File: config.mk
export PLATFORM = sky130hd
export DESIGN_NAME = imem_sync_loadable
export DESIGN_NICKNAME = d
export VERILOG_FILES = /design/src/rtl/imem_pkg.sv /design/src/rtl/imem_loader.sv /design/src/rtl/imem_sync_loadable.sv
export SDC_FILE = /design/constraint.sdc
export NUM_CORES = 2
export LEC_CHECK = 0
export CORE_AREA = 2 2 401 403
export DETAILED_ROUTE_END_ITERATION = 12
export DIE_AREA = 0 0 403 405
export PLACE_DENSITY_LB_ADDON = 0.1
export RECOVER_POWER = 100
export SLEW_MARGIN = 20
export SYNTH_ARGS = -nofsm -noshare
export SYNTH_HDL_FRONTEND = slang
export SYNTH_SLANG_ARGS = --single-unit
File: constraint.sdc
create_clock -name clk -period 8.2 [get_ports clk]
set_input_delay 1.64 -clock clk [delete_from_list [all_inputs] [get_ports clk]]
set_output_delay 1.64 -clock clk [all_outputs]
set_load 0.02 [all_outputs]
File: src/rtl/imem_pkg.sv
// Shared definitions for the loadable synchronous instruction memory.
// Contents: loader state encoding, fetch_err bit positions, default NOP word.
package imem_pkg;

  typedef enum logic [1:0] {
    StIdle,
    StLoad,
    StDone
  } load_state_e;

  // Bit positions inside fetch_err
  localparam int unsigned ErrMis = 0;
  localparam int unsigned ErrOob = 1;

  // sll $0,$0,0
  localparam logic [31:0] NopWordDefault = 32'h0000_0000;

endpackage

File: src/rtl/imem_loader.sv
// Streaming program loader for imem_sync_loadable.
// Ports:
//   clk_i, rst_i        clock, synchronous active-high reset
//   load_start_i        pulse: begin a load at word 0 (ignored while busy)
//   load_valid_i        a load word is present this cycle
//   load_last_i         with load_valid_i: final word of the program
//   load_busy_o         loader in LOAD or DONE
//   load_done_o         one-cycle pulse when a load completes
//   load_count_o        words written by the last or current load
//   we_o, widx_o        write strobe and word index into the array
module imem_loader
  import imem_pkg::*;
#(
  parameter int unsigned DEPTH = 64
) (
  input  logic                     clk_i,
  input  logic                     rst_i,
  input  logic                     load_start_i,
  input  logic                     load_valid_i,
  input  logic                     load_last_i,
  output logic                     load_busy_o,
  output logic                     load_done_o,
  output logic [$clog2(DEPTH):0]   load_count_o,
  output logic                     we_o,
  output logic [$clog2(DEPTH)-1:0] widx_o
);

  localparam int unsigned AW = $clog2(DEPTH);
  localparam int unsigned CW = AW + 1;

  load_state_e   state_q;
  logic [AW-1:0] ptr_q;
  logic [CW-1:0] count_q;
  logic          done_q;

  always_ff @(posedge clk_i) begin
    if (rst_i) begin
      state_q <= StIdle;
      ptr_q   <= '0;
      count_q <= '0;
      done_q  <= 1'b0;
    end else begin
      done_q <= 1'b0;
      unique case (state_q)
        StIdle: begin
          if (load_start_i) begin
            state_q <= StLoad;
            ptr_q   <= '0;
            count_q <= '0;
          end
        end
        StLoad: begin
          if (load_valid_i) begin
            ptr_q   <= ptr_q + AW'(1);
            count_q <= count_q + CW'(1);
            // Last array slot terminates the load even without load_last
            if (load_last_i || (ptr_q == AW'(DEPTH - 1))) begin
              state_q <= StDone;
              done_q  <= 1'b1;
            end
          end
        end
        StDone: begin
          state_q <= StIdle;
        end
        default: begin
          state_q <= StIdle;
        end
      endcase
    end
  end

  assign load_busy_o  = (state_q != StIdle);
  assign load_done_o  = done_q;
  assign load_count_o = count_q;
  assign we_o         = (state_q == StLoad) && load_valid_i;
  assign widx_o       = ptr_q;

endmodule

File: src/rtl/imem_sync_loadable.sv
// Run-time loadable instruction memory with a registered, stallable fetch port.
// Optional feature macro: IMEM_PARITY_EN (per-word even parity, parity_err output).
// Ports:
//   clk, rst                    clock, synchronous active-high reset
//   fetch_req/fetch_addr        fetch request and byte address
//   fetch_stall                 hold current fetch output, ignore fetch_req
//   instr/instr_valid/fetch_err fetch result one cycle after the request;
//                               fetch_err = {oob, misaligned}, 2'b11 = never loaded
//   parity_err                  (IMEM_PARITY_EN only) stored word failed parity
//   load_*                      streaming loader interface, see imem_loader
module imem_sync_loadable
  import imem_pkg::*;
#(
  parameter int unsigned        DATA_W   = 32,
  parameter int unsigned        ADDR_W   = 32,
  parameter int unsigned        DEPTH    = 64,
  parameter logic [DATA_W-1:0]  NOP_WORD = DATA_W'(NopWordDefault)
) (
  input  logic                   clk,
  input  logic                   rst,
  input  logic                   fetch_req,
  input  logic [ADDR_W-1:0]      fetch_addr,
  input  logic                   fetch_stall,
  output logic [DATA_W-1:0]      instr,
  output logic                   instr_valid,
  output logic [1:0]             fetch_err,
`ifdef IMEM_PARITY_EN
  output logic                   parity_err,
`endif
  input  logic                   load_start,
  input  logic                   load_valid,
  input  logic [DATA_W-1:0]      load_data,
  input  logic                   load_last,
  output logic                   load_busy,
  output logic                   load_done,
  output logic [$clog2(DEPTH):0] load_count
);

  localparam int unsigned AW = $clog2(DEPTH);
`ifdef IMEM_PARITY_EN
  localparam int unsigned MW = DATA_W + 1;
`else
  localparam int unsigned MW = DATA_W;
`endif

  logic          mem_we;
  logic [AW-1:0] mem_widx;
  logic          busy;

  imem_loader #(
    .DEPTH(DEPTH)
  ) u_loader (
    .clk_i        (clk),
    .rst_i        (rst),
    .load_start_i (load_start),
    .load_valid_i (load_valid),
    .load_last_i  (load_last),
    .load_busy_o  (busy),
    .load_done_o  (load_done),
    .load_count_o (load_count),
    .we_o         (mem_we),
    .widx_o       (mem_widx)
  );

  assign load_busy = busy;

  // Storage: array contents survive reset, only the loaded bits are cleared
  logic [MW-1:0]    mem_q [DEPTH];
  logic [MW-1:0]    wr_word;
  logic [DEPTH-1:0] loaded_q;

`ifdef IMEM_PARITY_EN
  assign wr_word = {^load_data, load_data};
`else
  assign wr_word = load_data;
`endif

  always_ff @(posedge clk) begin
    if (mem_we) begin
      mem_q[mem_widx] <= wr_word;
    end
  end

  always_ff @(posedge clk) begin
    if (rst) begin
      loaded_q <= '0;
    end else if (mem_we) begin
      loaded_q[mem_widx] <= 1'b1;
    end
  end

  // Fetch decode
  logic [AW-1:0]     rd_idx;
  logic              mis;
  logic              oob;
  logic [MW-1:0]     rd_word;
  logic [DATA_W-1:0] res_instr;
  logic [1:0]        res_err;
  logic              res_par;

  assign rd_idx  = fetch_addr[AW+1:2];
  assign mis     = |fetch_addr[1:0];
  // Any set bit above the index field means word address >= DEPTH
  assign oob     = |fetch_addr[ADDR_W-1:AW+2];
  assign rd_word = mem_q[rd_idx];

  always_comb begin
    res_instr = NOP_WORD;
    res_err   = 2'b00;
    res_par   = 1'b0;
    if (mis || oob) begin
      res_err[ErrMis] = mis;
      res_err[ErrOob] = oob;
    end else if (!loaded_q[rd_idx]) begin
      res_err = 2'b11;
`ifdef IMEM_PARITY_EN
    end else if (^rd_word) begin
      res_par = 1'b1;
`endif
    end else begin
      res_instr = rd_word[DATA_W-1:0];
    end
  end

  // Fetch output register
  logic [DATA_W-1:0] instr_q, instr_d;
  logic              valid_q, valid_d;
  logic [1:0]        err_q, err_d;
  logic              par_q, par_d;

  always_comb begin
    instr_d = instr_q;
    valid_d = 1'b0;
    err_d   = err_q;
    par_d   = par_q;
    if (busy) begin
      valid_d = 1'b0;
    end else if (fetch_stall) begin
      valid_d = valid_q;
    end else if (fetch_req && !load_start) begin
      // A same-cycle load_start takes priority and drops the fetch
      instr_d = res_instr;
      valid_d = 1'b1;
      err_d   = res_err;
      par_d   = res_par;
    end
  end

  always_ff @(posedge clk) begin
    if (rst) begin
      instr_q <= NOP_WORD;
      valid_q <= 1'b0;
      err_q   <= 2'b00;
      par_q   <= 1'b0;
    end else begin
      instr_q <= instr_d;
      valid_q <= valid_d;
      err_q   <= err_d;
      par_q   <= par_d;
    end
  end

  assign instr       = instr_q;
  assign instr_valid = valid_q;
  assign fetch_err   = err_q;
`ifdef IMEM_PARITY_EN
  assign parity_err  = par_q;
`else
  logic unused_par;
  assign unused_par  = par_q ^ res_par ^ (^rd_word);
`endif

endmodule

# == Word level (Yosys, flattened, before mapping) ==
# Memories as Yosys holds them, arrays and structs flattened.
# Cells that the tools add are included.
# totals
reg_bits,115
ramBits,2048
in_bits,71
out_inout_bits,44
word_cells,62
memories,1
# memory_table
memory,words,width,read_ports,rd_ports_with_merged_regs,write_ports,line_no,rtl
mem_q,64,32,1,0,1,imem_sync_loadable.sv:68,logic [MW-1:0] mem_q [DEPTH];
# classes
add_sub_neg,2
magnitude_cmp,3
eq_ne,5
n_mux,22
bitwise,5
n_reduce_logical,16
# ops
cell,n
two-way mux 32 bit,2
OR 64 bit,1
OR reduction 24 bit,1
"< comparator 6 x 7 -> 1 bit, second input constant",2
two-way mux 7 bit,2
one-hot mux 7 bit (2 select lines),1
two-way mux 6 bit,2
one-hot mux 6 bit (2 select lines),1
two-way mux 2 bit,5
AND reduction 3 bit,3
"adder 7 x 1 -> 7 bit, second input constant",1
"adder 6 x 1 -> 6 bit, second input constant",1
binary-select mux 1 bit (select 6 bit),1
demux 1 bit (select 6 bit),1
"== test 6 bit, second input constant",1
"greater-or-equal comparator 6 x 1 -> 1 bit, second input constant",1
two-way mux 1 bit,6
"!= test 2 bit, second input constant",2
NOT 1 bit,4
one-hot mux 2 bit (2 select lines),1
nonzero test 2 bit,2
OR reduction 2 bit,2
logical AND 1 bit,3
OR reduction 3 bit,1
other kinds (5),6

# == Longest topological paths before layout ==
# depth
word_depth,5
mapped_depth,13
ltp_nobuf,6

# == Modules after synthesis ==
# From an unflattened synthesis, not the netlist that was laid out.
# unflattened
cells_unflattened,3813
area_unflattened_um2,82101.2
# by_module_without_submodules
module,instances,cells_each,area_per_inst_um2,seq_area_each_um2
imem_sync_loadable,1,3732,81384.3,63480.9
imem_loader,1,81,716.9,320.3

# == Least setup slack after synthesis ==
# OpenSTA, ideal clock, no wires.
# synth_path
path_type,input port to flip-flop
from,input load_valid
to,memory mem_q[62][0] (netlist bit) (enable)
setup_ns,0.421
arrival_time_ns,3.649
t_required_ns,7.779
path_slack_ns,4.130
cell_stages,4
path_buffers,0
path_cell_list,nand2_1 nor2_1 nand3_1 nor2_1
# synth_via
elab_chain_cells,3
# synth_lines
element,line_no,rtl
"start, declared",imem_sync_loadable.sv:31,"input logic load_valid,"
logical AND 1 bit,imem_loader.sv:76,assign we_o = (state_q == StLoad) && load_valid_i;
two-way mux 1 bit,imem_sync_loadable.sv:79,if (mem_we) begin
two-way mux 1 bit (not written as such),imem_sync_loadable.sv:80,mem_q[mem_widx] <= wr_word;
"end, declared",imem_sync_loadable.sv:68,
# Every way passes these cells.

# == Worst setup path after layout ==
# layout_path
from,input load_valid
to,memory mem_q[23][8] (netlist bit) (enable)
# Same word-level chain as after synthesis.

==> run_results.csv <==
group,metric,value,unit
grt,grt_first_pass_wirelength,315000,um
timing,final-setup-viol-count,0,
routing,drt_iter0_drc,5045,
placement,portBuffers,114,
cts,clock-sinks,2163,
floorplanning,start_util,52.5,%
timing,clock.fmax,154,MHz
worst_setup_path,startpoint_type,"input port",
timing,max-slew-margin-rel,-177,%
synthesis,yosysSeqAreaShare,76.4,%
routing,dr.pass1.iters,6,
placement,dpl_cell_area,0.0872,mm2
min_path,hold_path.class,"flip-flop to flip-flop",
cts,cts_setup_buffers,0,
floorplanning,die-area,0.163,mm2
floorplanning,core,0.159,mm2
run_status,violations,"max-capacitance violations, max-slew violations",
floorplanning,boundaryPins,115,
placement,pre_cts_ws,2.70,ns
synthesis,post_synth_num_cell_types,63,
cts,root_buffer,"clkbuf_16",
synthesis,ys_async_sr_fraction,0,%
synthesis,yosys.area.top_type,"edfxtp_1",
run,maxCapViolations,128,
routing,dr_total_vias,41400,
layout,syn_to_final_growth,11.8,%
routing,vias_per_cell,6.46,
worst_setup_path,path_max_fanout,18,
placement,dp_hpwl,124000,um
grt,grt_use_total,27.8,%
synthesis,yosysTopAreaCellShare,73.6,%
routing,drcViolationCount,0,
pwr,peakVddDrop,0.220,mV
timing,worst_slack,1.72,ns
cts,clk_pin_slew,0.06,ns
grt,grt_overflow,0,
cts,clock_path_buffers,3,
pwr,p_leak,29.4,nW
layout,nets,4216,
cts,ctsHoldBuffers,0,
synthesis,synthesis.area,0.0836,mm2
routing,drt-total-wl,224000,um
cts,htreeDepth,4,
routing,wl_per_cell,34.9,um
placement,gp_congestion,0.783,
synthesis,ys_seq_elements,2163,
timing,final.min_clock_period,6.48,ns
worst_setup_path,reg2reg_depth,5,
synthesis,synth_flop_cell,"edfxtp_1",
timing,slew_viol_final,4049,
layout,drive_gt1_share,20.8,%
synthesis,avgSynthCellArea,21.3,um2
grt,grt_antenna_before_repair,10,
timing,tightestPinTransition,4.15,ns
floorplanning,fp-row-count,147,
floorplanning,die_h,405,um
synthesis,syn_inst,3928,
cts,cts_buffers,213,
pwr,power.density,245,mW/mm2
routing,detail-route-antenna-nets,0,
run_status,outcome,"finished with violations",
worst_setup_path,critPathKind,"input port to flip-flop",
cts,cts_tree,"done",
synthesis,yosysWarnings,0,
grt,grt_pass1_vias,41100,
worst_setup_path,cp-end-kind,"flip-flop",
synthesis,synth.area.top_cells,"edfxtp_1, mux4_2, dfxtp_1",
floorplanning,die_w,403,um
layout,design_area,0.0934,mm2
timing,period_share,79.0,%
min_path,min_path_cells,2,
timing,fin_skew,0.0353,ns
cts,ctsResizeCount,0,
timing,finalHoldViolations,0,
timing,grt_setup_unrepaired,"false",
worst_setup_path,worstPathRequired,8.61,ns
grt,grt_max_degree,112,
timing,finalSetupTns,0,ns
pwr,design_power_total,22.9,mW
synthesis,synthesis.nets,4001,
worst_setup_path,arrival,6.89,ns
cts,insertion_delay,0.85,ns
synthesis,synth-edff-count,2048,
-- layout by cell type (no fill, tap or decap), types with 6 or more instances in the layout --
cell             netlist  final
nor2_4                 0      8
clkinv_2               0     43
bufinv_16              0     23
dlygate4sd3_1          0     45
buf_2                 55      6
mux4_2               485    485
nor2_1               201    193
a21oi_1               57     57
o31ai_1               30     31
o22ai_1               25     25
mux2i_1              197    197
nand2b_1               7      7
o21ai_0                8      8
nand2_1               79     78
clkinv_1               0     41
inv_6                  0      7
a211oi_1             161    161
a311oi_1              13     13
mux4_1                13     13
buf_4                 33     43
clkbuf_16              0    215
dfxtp_1              115    115
xor2_1                 8      8
mux2_2                16     16
buf_12                12      9
o221ai_1              21     21
clkbuf_1              90    141
a31oi_1                7      7
and2_1                57     57
nor3_1                13     13
nor4_1                25     25
clkinvlp_4             0      7
clkdlybuf4s50_1        0     31
edfxtp_1            2048   2048
clkbuf_8               0      9
nor2b_1               40     40
nand3_1                6      6
-- kinds of logic (layout without fill, tap and decap cells) --
group / Yosys count / in the layout / share of synthesized area, %
mux: 711 / 711 / 16.1
buf+inv: 236 / 635 / 1.84
xor+xnor: 9 / 9 / 0.0943
flops: 2163 / 2163 / 76.4
other cells: 0 / 1 / 0
fa+ha+maj: 2 / 2 / 0.0299
simple gates: 458 / 458 / 2.61
compound gates: 349 / 349 / 3.02
-- Yosys cell counts (all sizes together) (8+ instances only) --
| library cell | count |
|---|---|
| nor2b | 40 |
| clkbuf | 91 |
| mux2i | 197 |
| mux2 | 16 |
| nor3 | 13 |
| mux4 | 498 |
| dfxtp | 115 |
| nand2 | 79 |
| a311oi | 13 |
| buf | 141 |
| o221ai | 22 |
| o21ai | 8 |
| nor4 | 25 |
| o22ai | 25 |
| a211oi | 161 |
| a21oi | 57 |
| and2 | 57 |
| edfxtp | 2048 |
| o31ai | 32 |
| nor2 | 201 |
| xor2 | 8 |
-- report_power, final --
group / internal [mW] / leakage (nW) / total (mW) / switching (mW)
registers: 12.1 / 19.3 / 12.1 / 0.00416
clock network: 5.63 / 3.43 / 9.78 / 4.15
logic: 0.358 / 6.64 / 0.990 / 0.632
-- metrics by stage --
| step | hold WS (ns) | instances | utilization (%) |
|---|---|---|---|
| finish | 0.463 | 6414 | 58.7 |
| global placement | 0.441 | 6011 | 54.7 |
| CTS | 0.467 | 6413 | 59.1 |
| floorplan | 0.429 | 3928 | - |
| global route | 0.492 | 6413 | 58.7 |
| detailed placement | 0.452 | 6014 | 54.7 |
-- metal layers --
metal,routed length [um],up-vias,track usage (%)
li1,-,16900,-
met1,92600,22200,41.0
met2,104000,2044,42.1
met3,21100,334,6.16
met4,6470,0,8.33
met5,0,-,0
-- path summary, 6_finish.rpt --
path                                          start           end  slack, ns
worst max-delay path                     load_valid  mem_q[23][8]       1.72
worst min-delay path                   loaded_q[60]  loaded_q[60]       0.46
worst max register to register  u_loader.state_q[0]  mem_q[23][8]       2.39
worst min register to register         loaded_q[60]  loaded_q[60]       0.46
-- worst max-delay path: stages --
cell           delay, ns
dlygate4sd3_1       0.62
and3_1              0.34
nand3_1             0.40
nor2_1              2.14
clkbuf_1            1.69
-- sequential cells by signal (all words and copies together) (netlist names) --
signal,flops
instr,32
loaded_q,64
u_loader.widx_o,6
mem_q,2048
fetch_err,2
u_loader.load_done_o,1
instr_valid,1
u_loader.state_q,2
u_loader.load_count_o,7
-- layout make-up --
class,count,area (um2)
clock inverters,128,1340
fillers,11600,65800
repair buffers,232,1700
multi-input cells,1529,18300
clock buffers,271,5680
flip-flops and latches,2163,63800
diodes,1,2.50
inverters,4,20.0
well taps,2086,2610
Note: power is estimated with default switching activity, not from simulation.
